--- src/rtl/mult_div_unit.sv ---
// mult_div_unit: iterative MULT/MULTU/DIV/DIVU engine for the EX stage.
// Latches operands at start, runs 32 iterations (shift-add multiply or
// restoring divide), then holds {HI,LO} with done until EX advances.
module mult_div_unit #(
  parameter int unsigned FAST_MULT = 0
) (
  input  logic        clk,
  input  logic        rst,
  input  logic        flush,
  input  logic        stall,
  input  logic [5:0]  funct,
  input  logic [31:0] operand_1,
  input  logic [31:0] operand_2,
  output logic        done,
  output logic [63:0] result,
  output logic        busy
);

  localparam int unsigned W     = 32;
  localparam int unsigned CNT_W = 5;

  localparam logic [CNT_W-1:0] LAST_ITER = CNT_W'(W - 1);

  localparam logic [5:0] F_MULT  = 6'h18;
  localparam logic [5:0] F_MULTU = 6'h19;
  localparam logic [5:0] F_DIV   = 6'h1a;
  localparam logic [5:0] F_DIVU  = 6'h1b;

  localparam logic [1:0] S_IDLE = 2'd0;
  localparam logic [1:0] S_BUSY = 2'd1;
  localparam logic [1:0] S_DONE = 2'd2;

  logic [1:0]       r_state;
  logic [1:0]       w_state_nxt;
  logic [CNT_W-1:0] r_counter;
  logic             r_is_div;
  logic             r_signed;
  logic             r_sign1;
  logic             r_sign2;
  logic             r_div0;
  logic [W-1:0]     r_mag1;
  logic [W-1:0]     r_mag2;
  logic [2*W-1:0]   r_acc;
  logic [2*W-1:0]   r_result;

  logic             w_is_op;
  logic             w_op_div;
  logic             w_op_signed;
  logic             w_fast_op;
  logic [W-1:0]     w_mag1;
  logic [W-1:0]     w_mag2;
  logic [2*W-1:0]   w_ext1;
  logic [2*W-1:0]   w_ext2;
  logic [2*W-1:0]   w_fast_prod;

  logic [W:0]       w_mul_sum;
  logic [2*W-1:0]   w_mul_acc;
  logic [W:0]       w_div_shift;
  logic [W:0]       w_div_diff;
  logic             w_div_ge;
  logic [2*W-1:0]   w_div_acc;
  logic [2*W-1:0]   w_acc_nxt;

  logic             w_neg_q;
  logic [2*W-1:0]   w_mul_res;
  logic [W-1:0]     w_quo_raw;
  logic [W-1:0]     w_rem_raw;
  logic [W-1:0]     w_quo;
  logic [W-1:0]     w_rem;
  logic [2*W-1:0]   w_result_final;

  // Opcode decode: bit1 selects divide, bit0 selects unsigned.
  assign w_is_op     = (funct == F_MULT) || (funct == F_MULTU) ||
                       (funct == F_DIV)  || (funct == F_DIVU);
  assign w_op_div    = funct[1];
  assign w_op_signed = ~funct[0];
  assign w_fast_op   = (FAST_MULT != 0) && !w_op_div;

  // Magnitudes fed to the unsigned iteration core.
  assign w_mag1 = (w_op_signed && operand_1[W-1]) ? (~operand_1 + W'(1)) : operand_1;
  assign w_mag2 = (w_op_signed && operand_2[W-1]) ? (~operand_2 + W'(1)) : operand_2;

  // Single-cycle product; low 64 bits of the extended product are exact.
  assign w_ext1      = w_op_signed ? {{W{operand_1[W-1]}}, operand_1} : {{W{1'b0}}, operand_1};
  assign w_ext2      = w_op_signed ? {{W{operand_2[W-1]}}, operand_2} : {{W{1'b0}}, operand_2};
  assign w_fast_prod = w_ext1 * w_ext2;

  // Multiply step: acc = {partial_hi, multiplier_lo}; add multiplicand then shift right.
  assign w_mul_sum = {1'b0, r_acc[2*W-1:W]} + {1'b0, (r_acc[0] ? r_mag1 : {W{1'b0}})};
  assign w_mul_acc = {w_mul_sum, r_acc[W-1:1]};

  // Divide step: acc = {remainder, dividend/quotient}; 33-bit trial subtract.
  assign w_div_shift = r_acc[2*W-1:W-1];
  assign w_div_diff  = w_div_shift - {1'b0, r_mag2};
  assign w_div_ge    = (w_div_shift >= {1'b0, r_mag2});
  assign w_div_acc   = w_div_ge ? {w_div_diff[W-1:0], r_acc[W-2:0], 1'b1}
                                : {r_acc[2*W-2:0], 1'b0};

  assign w_acc_nxt = r_is_div ? w_div_acc : w_mul_acc;

  // Sign fix-up applied only on the final iteration's write-back.
  assign w_neg_q   = r_signed & (r_sign1 ^ r_sign2);
  assign w_mul_res = w_neg_q ? (~w_acc_nxt + (2*W)'(1)) : w_acc_nxt;
  assign w_quo_raw = w_acc_nxt[W-1:0];
  assign w_rem_raw = w_acc_nxt[2*W-1:W];
  assign w_quo     = r_div0  ? {W{1'b1}} :
                     w_neg_q ? (~w_quo_raw + W'(1)) : w_quo_raw;
  assign w_rem     = (r_signed & r_sign1) ? (~w_rem_raw + W'(1)) : w_rem_raw;
  assign w_result_final = r_is_div ? {w_rem, w_quo} : w_mul_res;

  // State register.
  always_ff @(posedge clk or posedge rst) begin
    if (rst) begin
      r_state <= S_IDLE;
    end else begin
      r_state <= w_state_nxt;
    end
  end

  // Next-state logic; flush overrides start and the DONE release.
  always_comb begin
    w_state_nxt = r_state;
    if (flush) begin
      w_state_nxt = S_IDLE;
    end else begin
      case (r_state)
        S_IDLE: begin
          if (w_is_op) begin
            w_state_nxt = w_fast_op ? S_DONE : S_BUSY;
          end
        end
        S_BUSY: begin
          if (r_counter == LAST_ITER) begin
            w_state_nxt = S_DONE;
          end
        end
        S_DONE: begin
          if (!stall) begin
            w_state_nxt = S_IDLE;
          end
        end
        default: w_state_nxt = S_IDLE;
      endcase
    end
  end

  // Operand capture, iteration, and result write-back.
  always_ff @(posedge clk or posedge rst) begin
    if (rst) begin
      r_counter <= '0;
      r_is_div  <= 1'b0;
      r_signed  <= 1'b0;
      r_sign1   <= 1'b0;
      r_sign2   <= 1'b0;
      r_div0    <= 1'b0;
      r_mag1    <= '0;
      r_mag2    <= '0;
      r_acc     <= '0;
      r_result  <= '0;
    end else if (!flush) begin
      case (r_state)
        S_IDLE: begin
          if (w_is_op) begin
            r_is_div  <= w_op_div;
            r_signed  <= w_op_signed;
            r_sign1   <= operand_1[W-1];
            r_sign2   <= operand_2[W-1];
            r_div0    <= (operand_2 == '0);
            r_mag1    <= w_mag1;
            r_mag2    <= w_mag2;
            r_acc     <= w_op_div ? {{W{1'b0}}, w_mag1} : {{W{1'b0}}, w_mag2};
            r_counter <= '0;
            if (w_fast_op) begin
              r_result <= w_fast_prod;
            end
          end
        end
        S_BUSY: begin
          r_acc     <= w_acc_nxt;
          r_counter <= r_counter + CNT_W'(1);
          if (r_counter == LAST_ITER) begin
            r_result <= w_result_final;
          end
        end
        default: begin
        end
      endcase
    end
  end

  assign done   = (r_state == S_DONE);
  assign busy   = (r_state == S_BUSY);
  assign result = r_result;

endmodule

--- config.mk ---
export PLATFORM = sky130hd
export DESIGN_NAME = mult_div_unit
export DESIGN_NICKNAME = d
export VERILOG_FILES = /design/src/rtl/mult_div_unit.sv
export SDC_FILE = /design/constraint.sdc
export NUM_CORES = 1
export LEC_CHECK = 0
export CORE_MARGIN = 5
export CORE_UTILIZATION = 40
export DETAILED_ROUTE_END_ITERATION = 8
export GPL_ROUTABILITY_DRIVEN = 1
export GPL_TIMING_DRIVEN = 0
export HOLD_SLACK_MARGIN = 0.03
export PLACE_DENSITY = 0.63
export SYNTH_ARGS = -nofsm -noshare
export SYNTH_HDL_FRONTEND = slang
export SYNTH_SLANG_ARGS = --single-unit
export TNS_END_PERCENT = 5
--- constraint.sdc ---
create_clock -name clk -period 9.8 [get_ports clk]
set_clock_uncertainty 0.2 [all_clocks]
set_input_delay 1.96 -clock clk [delete_from_list [all_inputs] [get_ports clk]]
set_output_delay 1.96 -clock clk [all_outputs]
set_load 0.01 [all_outputs]
=== After elaboration in Yosys (flattened, before gate mapping) ===
Index checks and enable logic that the tools add are counted.

* Word-level logic and storage cells: 73
* Bits in registers: 204
* Output and inout port bits: 66
* Input port bits: 74

* Equality and inequality tests: 11
* Bitwise gates (word level): 10
* Magnitude comparators: 1
* Muxes and demuxes: 20
* Add/subtract/negate cells: 8
* Reduce and logical (&&, ||, !) cells: 12

{| class="wikitable"
|+ Operator list
! kind !! count
|-
| 64-bit two-way mux || 5
|-
| 32-bit two-way mux || 7
|-
| 32-bit by 1-bit adder with 32-bit output, second input constant || 4
|-
| 32-bit inverter || 4
|-
| 64-bit one-hot mux with 2 select lines || 1
|-
| 64-bit by 1-bit adder with 64-bit output, second input constant || 1
|-
| 64-bit inverter || 1
|-
| 32-bit by 32-bit adder with 33-bit output || 1
|-
| 33-bit by 32-bit >= comparator with 1-bit output || 1
|-
| 32-bit zero test || 1
|-
| 32-bit subtractor || 1
|-
| 6-bit by 5-bit equality test with 1-bit output, second input constant || 4
|-
| 3-bit AND reduction || 4
|-
| 5-bit one-hot mux with 2 select lines || 1
|-
| 2-bit two-way mux || 4
|-
| 3-bit inequality test, second input constant || 2
|-
| 2-bit one-hot mux with 3 select lines || 1
|-
| 5-bit by 1-bit adder with 5-bit output, second input constant || 1
|-
| 5-bit equality test, second input constant || 1
|-
| 5-bit two-way mux || 1
|-
| 1-bit logical OR || 3
|-
| 3-bit by 2-bit inequality test with 1-bit output, second input constant || 1
|-
| 1-bit bitwise AND || 2
|-
| 2-bit by 1-bit equality test with 1-bit output, second input constant || 1
|-
| 7 further kinds || 9
|}

=== Longest topological paths before layout ===
Gate-level depths: netlist of the first run.

* Word-level depth: 8
* Depth in mapped cells: 23
* Mapped depth without buffers: 21

=== Least setup slack after synthesis of the first run ===
OpenSTA, ideal clock, no wires.

* Kind: register -> register
* Start point: reg r_acc[41]
* End point: reg r_result[54], in the netlist result[54]
* Path buffers: 4
* Stages on the path, launching flop included: 22
* Required time: 9531 ps
* Setup time: 69 ps
* Arrival time: 4812 ps
* Clock period less this slack: 5081 ps
* Setup slack: 4719 ps
* Cells stage by stage: dfrtp_1 > ha_1 > clkbuf_1 > nand3_1 > or3b_1 > a21oi_4 > o31ai_4 > o21ai_4 > buf_2 > buf_2 > buf_1 > nand2_1 > o21ai_0 > mux2_2 > ha_1 > o2111ai_1 > or3b_4 > a2111o_1 > nor2_2 > a31oi_1 > or4_1 > nand3_1

* Word-level cells in the longest chain between the ends: 7
* Elaborated cells between the ends (all ways): 12
* Classes of those cells: add/sub (4); order compare (1); mux (5); bitwise (2)

{| class="wikitable"
|+ Ends and longest elaborated chain
! item !! line !! text
|-
| from (decl) || 43 || <nowiki>logic [2*W-1:0] r_acc;</nowiki>
|-
| from (signal assigned) || 171 || <nowiki>r_acc <= w_op_div ? {{W{1'b0}}, w_mag1} : {{W{1'b0}}, w_mag2};</nowiki>
|-
| from (signal assigned) || 179 || <nowiki>r_acc <= w_acc_nxt;</nowiki>
|-
| 32-bit subtractor or 33-bit by 32-bit >= comparator with 1-bit output (tied branches) || 94, 95 ||
|-
| 64-bit two-way mux || 96 || <nowiki>assign w_div_acc = w_div_ge ? {w_div_diff[W-1:0], r_acc[W-2:0], 1'b1}</nowiki>
|-
| 64-bit two-way mux (*) || 99 || <nowiki>assign w_acc_nxt = r_is_div ? w_div_acc : w_mul_acc;</nowiki>
|-
| 64-bit inverter or 32-bit inverter (tied branches) || 103, 108 ||
|-
| 64-bit by 1-bit adder with 64-bit output or 32-bit by 1-bit adder with 32-bit output (tied branches) || 103, 108 ||
|-
| 64-bit two-way mux or 32-bit two-way mux (tied branches) || 103, 108 ||
|-
| 64-bit two-way mux (*) || 109 || <nowiki>assign w_result_final = r_is_div ? {w_rem, w_quo} : w_mul_res;</nowiki>
|-
| to (signal assigned) || 174 || <nowiki>r_result <= w_fast_prod;</nowiki>
|-
| to (signal assigned) || 182 || <nowiki>r_result <= w_result_final;</nowiki>
|-
| to (decl) || 44 || <nowiki>logic [2*W-1:0] r_result;</nowiki>
|}

Every way passes the cells marked *; elsewhere a longest branch is shown, timed or not.
A chain may end at the register's enable or synchronous reset.

=== Final worst setup path of the first run ===
* Start point: reg r_is_div
* End point: reg r_result[40], in the netlist result[40]

* Word-level cells in the longest chain between the ends: 5
* Elaborated cells between the ends (all ways): 8
* Classes of those cells: add/sub (2); mux (4); bitwise (2)

{| class="wikitable"
|+ Ends and longest elaborated chain
! item !! line !! text
|-
| from (decl) || 36 || <nowiki>logic r_is_div;</nowiki>
|-
| from (signal assigned) || 164 || <nowiki>r_is_div <= w_op_div;</nowiki>
|-
| 64-bit two-way mux || 99 ||
|-
| 64-bit inverter or 32-bit inverter (tied branches) || 103, 108 ||
|-
| 64-bit by 1-bit adder with 64-bit output or 32-bit by 1-bit adder with 32-bit output (tied branches) || 103, 108 ||
|-
| 64-bit two-way mux or 32-bit two-way mux (tied branches) || 103, 108 ||
|-
| 64-bit two-way mux (*) || 109 ||
|}

Marks and branches as above.

==> results of run 1 <==
layout by cell type (no fill, tap or decap), types with 7 or more instances in the layout:
master	n
o2111ai_1	8
clkdlybuf4s50_1	138
clkbuf_1	101
clkbuf_16	25
nand2_1	314
nor2b_1	13
inv_1	62
and2_1	50
a21o_1	28
o211ai_1	20
a21oi_1	192
o31ai_1	19
xnor2_1	79
a31oi_1	42
o21ai_0	185
o211a_1	9
or3_1	19
nand3_1	32
buf_1	9
nor2_1	213
xor2_1	79
nor3_1	38
o21bai_1	9
ha_1	70
dfrtp_1	204
mux2i_1	46
and3_1	20
buf_2	12
nand4_1	28
o22ai_1	23
a211oi_1	24
o21ai_1	7
o21a_1	10
nand2b_1	12
nor4_1	18
or4_1	7
sequential cells by signal, summed over array words and instances (netlist names):
register	cells
r_acc	64
r_counter	5
r_div0	1
r_is_div	1
r_mag1	32
r_mag2	32
r_sign1	1
r_sign2	1
r_signed	1
r_state	2
result	64
logic make-up (layout without fill, tap and decap cells):
group,after synthesis,after routing,share of synthesized area
and+or+nand+nor,798,798,0.223
AOI/OAI and AO/OA,656,656,0.249
xor gates and xnor gates,158,158,0.0841
buffers and inverters,185,370,0.0449
DFF,204,204,0.310
muxes,53,53,0.0328
adders and majority gates,72,72,0.0557
stage by stage:
| stage | power, W | setup TNS [ns] | instances | setup slack, ns | hold slack [ns] |
|---|---|---|---|---|---|
| 6_report | 0.00561 | 0 | 2843 | 1.88 | 0.274 |
| 5_1_grt | 0.00589 | 0 | 2843 | 1.64 | 0.305 |
| 4_1_cts | 0.00550 | 0 | 2843 | 2.10 | 0.274 |
| 3_5_place_dp | 0.00452 | 0 | 2798 | 2.13 | 0.259 |
| 3_3_place_gp | 0.00451 | -199.35 | 2796 | -1.00 | 0.255 |
| 2_1_floorplan | 0.00339 | 0 | 2126 | 2.07 | 0.238 |
worst register-to-register path, cell delays in order, from the launching register on:
cell       delay [ns]
dfrtp_1          0.32
clkbuf_1         0.32
buf_2            0.36
buf_1            0.60
buf_2            0.42
buf_2            0.30
buf_2            0.37
buf_1            0.79
clkbuf_1         0.81
mux2i_1          0.52
ha_1             0.29
o2111ai_1        0.16
nor2_1           0.22
and3_1           0.24
o21a_1           0.29
and3_1           0.42
and2_1           0.25
nor2_1           0.14
nor3_1           0.29
nor2_1           0.09
xnor2_1          0.28
o21ai_0          0.11
power by group:
| part | internal (W) | switching (W) | total (W) |
|---|---|---|---|
| clock network | 0.000563 | 0.000400 | 0.000964 |
| logic | 0.00113 | 0.00227 | 0.00340 |
| registers | 0.00100 | 0.000249 | 0.00125 |
| total | 0.00269 | 0.00292 | 0.00561 |
path summary, 6_finish.rpt:
| check | start | endpoint | cells past startpoint |
|---|---|---|---|
| worst min register to register | result[55] | result[55] | 2 |
| max in group asynchronous | rst | r_counter[0] | 3 |
| worst max-delay path | r_is_div | result[40] | 21 |
| worst max register to register | r_is_div | result[40] | 21 |
| worst min-delay path | result[55] | result[55] | 2 |
| min in group asynchronous | rst | r_mag2[17] | 2 |
metal layers:
metal,part of all wire,vias up
met4,0.067,0
met2,0.44,851
met1,0.42,8465
met3,0.072,237
li1,-,7939
met5,0,-
area by class of cell:
class	instances	area [sq um]	share of cell area
Inverter	63	244	0.0126
Multi-Input combinational cell	1737	10600	0.548
Buffer	122	503	0.0259
Clock buffer	35	713	0.0368
Timing Repair Buffer	140	1420	0.0731
Clock inverter	10	123	0.00632
Sequential cell	204	5100	0.263
Tap cell	532	666	0.0343
==> metrics, run 1 <==
row count 74; MaxCap Viol Count 0; flop and latch count out of synthesis 204; DRC marker count from the first detailed-route iteration ~1900; fmax approximately 130 MHz; drt drc 0; DRT Pass-1 Iters 6; final setup vio count 0; hold crit path type reg -> reg; Seq/Total Area, Yosys 0.310; Detail Placement HPWL 55400 microns; Pwr Density between 200 and 300 nW/um^2; DRT Wirelength 69500 microns; vias in the first global route 16900; Antenna Violating Nets Remaining 0; Slew @ Worst Pin ~1.1 ns; Largest delay share family, worst path buffers and inverters; final core utilization 0.476; Die W 213 microns; diode count 0; crit path capture type flop; post-route cell area about 19000 sq um; status finished clean; first-pass GRT wire length ~100000 microns; met2 GRT Util 0.466; H-tree levels 1; CP max stage cell clkbuf_1; placed standard-cell area 18600 sq um; Initial Utilization 0.404; WS Path Type reg -> reg; Synth area leader dfrtp_1; Layout area overhead 17.8%; vias after detailed routing around 17000; # fillers 4096; Leak about 8.3 nW; Netlist cell types between 80 and 90; TritonCTS clock tree yes; postcts setup bufs 0; initial antenna violation count 0; prevailing post-synth register cell dfrtp_1; GR Util met3 0.0479; crit path max fanout 10; Worst Path Buf+Inv 8; Max clock buf depth 3; headroom to the max-slew limit 0.262; Critical Path RT around 10 ns; Worst EP arrival just over 8 ns; CTS Hold Bufs 0; routability congestion estimate from global placement ~0.96; reg2reg setup slack roughly 1.9 ns; M1 GR Usage 0.403; Core ar. 40700 sq um; DR WL/cell ~24 microns; cell area after synthesis 16500 sq um; IO Count 140; VDD IR max around 0.16 mV; largest net degree at the start of global routing between 100 and 150; input/output buffers approximately 140; Worst-Skew Late Latency between 0.5 and 0.6 ns; final slew viol count 0; Global Route Usage Sum 0.299; layout cells sized above 1 0.0385; Critical Path Most Common Cell buf_2; Top Usage Layer GRT met2; vias per inst 6.15; total grt overflow 0; number of flops mapped to enable cells by yosys 0; clk sink count approximately 200; Mapped Nets 2272; Tcrit/Tclk final 0.808; RSZ-0062 raised after global routing no; Final Critical Period 7.92 ns; clock-pin slew on the worst setup and hold paths 0.06 ns; total CTS buffers 25; post-CTS resize count 0; Total Die Area around 45000 sq um; Final Hold Fails 0; clk root buf clkbuf_16; Startpoint Class flop; largest cells by area after synthesis dfrtp_1 31%, nand2_1 7.2%, a21oi_1 5.8%; die height between 200 and 250 microns; top cells by instance count after synthesis 314 x nand2_1, 213 x nor2_1, 204 x dfrtp_1; most frequent cell after synthesis nand2_1; slowest stage delay, CP roughly 0.81 ns; asr flop ratio synth 1.00; Total Nets Final about 2400; CP Cell Sequence clkbuf_1 > buf_2 > buf_1 > buf_2 > buf_2 > buf_2 > buf_1 > clkbuf_1 > mux2i_1 > ha_1 > o2111ai_1 > nor2_1 > and3_1 > o21a_1 > and3_1 > and2_1 > nor2_1 > nor3_1 > nor2_1 > xnor2_1 > o21ai_0; Mapped Cells approximately 2100; synthesized area per cell ~7.7 sq um; top-area cell type share of the netlist area 0.310; warnings from Yosys 0
Note: power is estimated with default switching activity, not from simulation.
==> inputs of run 2 (changes only) <==
clock period = 8 ns   (was 9.8 ns; I/O delays follow)
==> run 2 against run 1 <==
Compared with the run above: sequential cell count unchanged; setup slack got worse by 1.5 ns; die area unchanged; cell area about the same; total power increased by 22%; final cell count unchanged.
==> metrics, run 2 (synthesis gave the netlist of run 1 again) <==
diode count 0 (unchanged); Critical Path RT 8.23 ns (was 10.03 ns); total grt overflow 0 (unchanged); H-tree levels 1 (unchanged); drt drc 0 (unchanged); Layout area overhead 17.8% (about the same); Slew @ Worst Pin 1.11 ns (was 1.10 ns); layout cells sized above 1 0.0389 (was 0.0385); Die W 213 microns (unchanged); first-pass GRT wire length 104000 microns (unchanged); Leak 8.34 nW (was 8.33 nW); CTS Hold Bufs 0 (unchanged); largest net degree at the start of global routing 105 (unchanged); hold crit path type reg -> reg (unchanged); Critical path origin r_is_div (unchanged); fmax 130 MHz (was 126 MHz); Global Route Usage Sum 0.299 (unchanged); DRC marker count from the first detailed-route iteration 1861 (was 1854); hold_sp result[55] (unchanged); Worst Hold Margin 0.274 ns (about the same); vias in the first global route 16900 (unchanged); crit path max fanout 10 (unchanged); row count 74 (unchanged); Tcrit/Tclk final 0.958 (was 0.808); final slew viol count 0 (unchanged); Total Nets Final 2439 (unchanged); Pwr Density 354 nW/um^2 (was 289 nW/um^2); WS Path Type reg -> reg (unchanged); clk root buf clkbuf_16 (unchanged); Startpoint Class flop (unchanged); Final Hold Fails 0 (unchanged); DR WL/cell 24.4 microns (about the same); Worst EP arrival 7.89 ns (was 8.15 ns); status finished clean (unchanged); total CTS buffers 25 (unchanged); headroom to the max-slew limit 0.257 (was 0.262); DRT Pass-1 Iters 6 (unchanged); post-CTS resize count 0 (unchanged); Detail Placement HPWL 55400 microns (unchanged); VDD IR max 0.192 mV (was 0.157 mV); Critical Path Most Common Cell buf_2 (unchanged); Total Die Area 45300 sq um (unchanged); CP Cell Sequence clkbuf_1 > buf_2 > buf_1 > buf_2 > buf_2 > buf_2 > buf_1 > clkbuf_2 > mux2i_1 > ha_1 > o2111ai_1 > nor2_1 > and3_1 > o21a_1 > and3_1 > and2_1 > nor2_1 > nor3_1 > nor2_1 > xnor2_1 > o21ai_0 (was clkbuf_1 > buf_2 > buf_1 > buf_2 > buf_2 > buf_2 > buf_1 > clkbuf_1 > mux2i_1 > ha_1 > o2111ai_1 > nor2_1 > and3_1 > o21a_1 > and3_1 > and2_1 > nor2_1 > nor3_1 > nor2_1 > xnor2_1 > o21ai_0); RSZ-0062 raised after global routing no (unchanged); crit path capture type flop (unchanged); IO Count 140 (unchanged); postcts setup bufs 0 (unchanged); Core ar. 40700 sq um (unchanged); TritonCTS clock tree yes (unchanged); CP max stage cell buf_1 (was clkbuf_1); Pwr Total 0.00687 W (was 0.00561 W); most frequent cells in the layout 314 x nand2_1, 213 x nor2_1, 204 x dfrtp_1 (unchanged); final setup vio count 0 (unchanged); MaxCap Viol Count 0 (unchanged); Worst Path Buf+Inv 8 (unchanged); Final Critical Period 7.67 ns (was 7.92 ns); Antenna Violating Nets Remaining 0 (unchanged); clk sink count 204 (unchanged); routability congestion estimate from global placement 0.958 (unchanged); input/output buffers 138 (unchanged); slowest stage delay, CP 0.81 ns (about the same); Initial Utilization 0.404 (unchanged); initial antenna violation count 0 (unchanged); vias per inst 6.15 (about the same); Largest delay share family, worst path buffers and inverters (unchanged); commonest non-fill, non-tap cell in the layout nand2_1 (unchanged); die height 213 microns (unchanged); vias after detailed routing 17500 (about the same); clock-pin slew on the worst setup and hold paths 0.06 ns (about the same); Worst-Skew Late Latency 0.56 ns (was 0.57 ns); Max clock buf depth 3 (unchanged); DRT Wirelength 69500 microns (about the same); r2r startpoint r_is_div (unchanged)
==> run 2: cell counts in the layout (fill, tap and decap cells not counted) <==
Identical to the previous run, type by type.
==> run 2: where the power goes <==
part,internal (W),switching [W]
Combinational,0.00138,0.00278
Clock,0.000690,0.000489
Sequential,0.00123,0.000304
Total,0.00330,0.00357
==> run 2: worst register-to-register path, stage by stage (launching register included) <==
cell and delay (ns):
dfrtp_1 0.32, clkbuf_1 0.32, buf_2 0.35, buf_1 0.61, buf_2 0.42, buf_2 0.30, buf_2 0.37, buf_1 0.81
clkbuf_2 0.54, mux2i_1 0.49, ha_1 0.29, o2111ai_1 0.16, nor2_1 0.22, and3_1 0.25, o21a_1 0.28, and3_1 0.42
and2_1 0.25, nor2_1 0.14, nor3_1 0.30, nor2_1 0.09, xnor2_1 0.28, o21ai_0 0.11
==> run 2: per-layer routing <==
metal	global-route usage	part of all wire
met5	0	0
met4	0.157	0.066
met3	0.0479	0.074
met2	0.466	0.44
met1	0.403	0.42
==> run 2: cell type report <==
| type | count | area [sq um] |
|---|---|---|
| clock inverter | 10 | 123 |
| clock buffer | 35 | 713 |
| inverter | 63 | 244 |
| tap | 532 | 666 |
| timing repair buffer | 140 | 1420 |
| sequential | 204 | 5100 |
| fill | 4098 | 21400 |
| buffer | 122 | 504 |
| multi-input combinational | 1737 | 10600 |
==> run 2: worst paths after layout <==
kind	cells past startpoint	slack [ns]	to
max	21	0.33	result[40]
min	2	0.27	result[55]
max reg2reg	21	0.33	result[40]
min reg2reg	2	0.27	result[55]
max in group asynchronous	3	5.22	r_counter[0]
min in group asynchronous	2	1.34	r_mag2[17]
==> run 2: per-stage QoR <==
stage | utilization | TNS [ns] | area, sq um | worst slack [ns] | std cells
finish | 0.476 | 0 | 19400 | 0.332 | 2843
global route | 0.476 | 0 | 19400 | 0.156 | 2843
detailed placement | 0.455 | 0 | 18600 | 0.332 | 2798
global placement | 0.454 | -493.11 | 18500 | -2.44 | 2796
floorplan | - | 0 | 16500 | 0.633 | 2126
CTS | 0.476 | 0 | 19400 | 0.302 | 2843
==> inputs of run 3 (changes only) <==
CORE_UTILIZATION = 45   (was 40)
PLACE_DENSITY = 0.69   (was 0.63)
==> run 3 against run 2 <==
Compared with the run above: die area is 11% lower; utilization is 5.6 points higher; register-to-register slack better by 0.02 ns; sequential power hardly changed; wire length is 4.9% lower; maximum frequency is 0.25% higher; first-iteration DRC count is 0.75% higher; largest power group unchanged; highest routed layer unchanged.
==> metrics, run 3 (synthesis gave the netlist of run 1 again) <==
first-pass GRT wire length 99200 microns (was 104000 microns); layout cells sized above 1 0.0381 (was 0.0389); CTS Hold Bufs 0 (unchanged); final setup margin 0.351 ns (was 0.332 ns); # fillers 3419 (was 4098); clk sink count 204 (unchanged); DRC marker count from the first detailed-route iteration 1875 (was 1861); clock-pin slew on the worst setup and hold paths 0.06 ns (about the same); input/output buffers 138 (unchanged); Core ar. 36300 sq um (was 40700 sq um); vias after detailed routing 17500 (about the same); total grt overflow 0 (unchanged); most frequent cells in the layout 314 x nand2_1, 213 x nor2_1, 204 x dfrtp_1 (unchanged); final slew viol count 0 (unchanged); Antenna Violating Nets Remaining 0 (unchanged); Fin Setup TNS 0 ns (unchanged); Layout area overhead 17.4% (was 17.8%); crit path max fanout 10 (unchanged); diode count 0 (unchanged); Startpoint Class flop (unchanged); crit path capture type flop (unchanged); initial antenna violation count 0 (unchanged); WS Path Type reg -> reg (unchanged); DR WL/cell 23.8 microns (was 24.4 microns); Initial Utilization 0.453 (was 0.404); Worst EP arrival 7.91 ns (was 7.89 ns); largest net degree at the start of global routing 128 (was 105); MaxCap Viol Count 0 (unchanged); Final Critical Period 7.65 ns (was 7.67 ns); hold crit path type reg -> reg (unchanged); Global Route Usage Sum 0.310 (was 0.299); Tcrit/Tclk final 0.956 (was 0.958); fmax 131 MHz (was 130 MHz); Critical Path RT 8.26 ns (was 8.23 ns); status finished clean (unchanged); Total Nets Final 2438 (was 2439); vias in the first global route 16600 (was 16900); Max clock buf depth 3 (unchanged); Die W 201 microns (was 213 microns); Setup Slack @ Placement 0.396 ns (was 0.332 ns); CP max stage cell buf_1 (unchanged); vias per inst 6.31 (was 6.15); DRT Wirelength 66000 microns (was 69500 microns); CP Cell Sequence clkbuf_1 > buf_2 > buf_1 > buf_2 > buf_2 > buf_2 > buf_1 > clkbuf_2 > mux2i_1 > ha_1 > o2111ai_1 > nor2_1 > and3_1 > o21a_1 > and3_1 > and2_1 > nor2_1 > nor3_1 > a31oi_1 > xor2_1 > o21ai_0 (was clkbuf_1 > buf_2 > buf_1 > buf_2 > buf_2 > buf_2 > buf_1 > clkbuf_2 > mux2i_1 > ha_1 > o2111ai_1 > nor2_1 > and3_1 > o21a_1 > and3_1 > and2_1 > nor2_1 > nor3_1 > nor2_1 > xnor2_1 > o21ai_0); TritonCTS clock tree yes (unchanged); slowest stage delay, CP 0.74 ns (was 0.81 ns); headroom to the max-slew limit 0.111 (was 0.257); H-tree levels 1 (unchanged); routability congestion estimate from global placement 1.02 (was 0.958); total CTS buffers 24 (was 25); Pwr Density 352 nW/um^2 (was 354 nW/um^2); Leak 8.34 nW (about the same); final core utilization 0.532 (was 0.476); die height 201 microns (was 213 microns); Critical Path Most Common Cell buf_2 (unchanged); Slew @ Worst Pin 1.33 ns (was 1.11 ns); Detail Placement HPWL 52600 microns (was 55400 microns); Final Hold Fails 0 (unchanged); Total Die Area 40500 sq um (was 45300 sq um); commonest non-fill, non-tap cell in the layout nand2_1 (unchanged); clk root buf clkbuf_16 (unchanged); final setup vio count 0 (unchanged); drt drc 0 (unchanged); DRT Pass-1 Iters 8 (was 6); VDD IR max 0.172 mV (was 0.192 mV); Worst-Skew Late Latency 0.57 ns (was 0.56 ns); row count 70 (was 74); IO Count 140 (unchanged); RSZ-0062 raised after global routing no (unchanged)
[run 3: changes by cell type in the layout (fill, tap and decap cells not counted)]
cell,delta
bufinv_16,+2
clkbuf_8,-1
clkbuf_1,-1
clkinv_16,+1
clkbuf_16,-1
clkinv_4,-1
clkinv_2,-1
inv_16,-1
[run 3: final cells by class]
class                   instances  area (sq um)  share of cell area
flip-flops and latches        204          5100               0.264
clock inverters                10           179             0.00926
multi-input cells            1737         10600               0.550
repair buffers                140          1420              0.0733
well taps                     468           586              0.0303
inverters                      63           244              0.0126
plain buffers                 122           504              0.0261
clock buffers                  32           671              0.0347
[run 3: path summary, 6_finish.rpt]
path                             from    endpoint  slack, ns  cells past startpoint
setup / recovery             r_is_div  result[56]       0.35                     21
min in group asynchronous         rst  r_mag2[17]       1.28                      2
hold reg to reg            r_mag1[26]  r_mag1[26]       0.28                      2
max in group asynchronous         rst  result[54]       5.25                      3
hold / removal             r_mag1[26]  r_mag1[26]       0.28                      2
setup reg to reg             r_is_div  result[56]       0.35                     21
[run 3: per-layer routing]
layer  vias up  share of wire  global-route usage
li1       7933              -                   -
met5         -              0                   0
met3       199          0.087              0.0459
met1      8340           0.41               0.412
met2      1038           0.45               0.505
met4         0          0.056               0.137
[run 3: stage by stage]
step | hold slack [ns] | total power, W | instances | area [sq um]
after floorplan | 0.238 | 0.00415 | 2126 | 16500
after global placement | 0.256 | 0.00539 | 2732 | 18400
after detailed placement | 0.262 | 0.00543 | 2734 | 18500
after CTS | 0.277 | 0.00664 | 2776 | 19300
after global routing | 0.299 | 0.00713 | 2776 | 19300
final | 0.275 | 0.00681 | 2776 | 19300
[run 3: power by group]
group / switching, W / internal (W)
Clock: 0.000475 / 0.000721
Combinational: 0.00271 / 0.00138
Sequential: 0.000293 / 0.00123
Total: 0.00348 / 0.00333
[run 3: worst max-delay path: cells and delay by family, from the launching register on]
| kind | cells | cell delay (ns) |
|---|---|---|
| AO/OA/AOI/OAI | 4 | 0.77 |
| multiplexers | 1 | 0.46 |
| AND/OR/NAND/NOR | 6 | 1.60 |
| adder cells (fa/ha/maj) | 1 | 0.31 |
| buffers and inverters | 8 | 3.62 |
| XOR/XNOR | 1 | 0.22 |
| flip-flops | 1 | 0.32 |
[run 3: what timing repair did]
action | in CTS | in global routing
resized for setup | 0 | 3
setup endpoints to repair | 0 | 6
setup buffers | 0 | 0
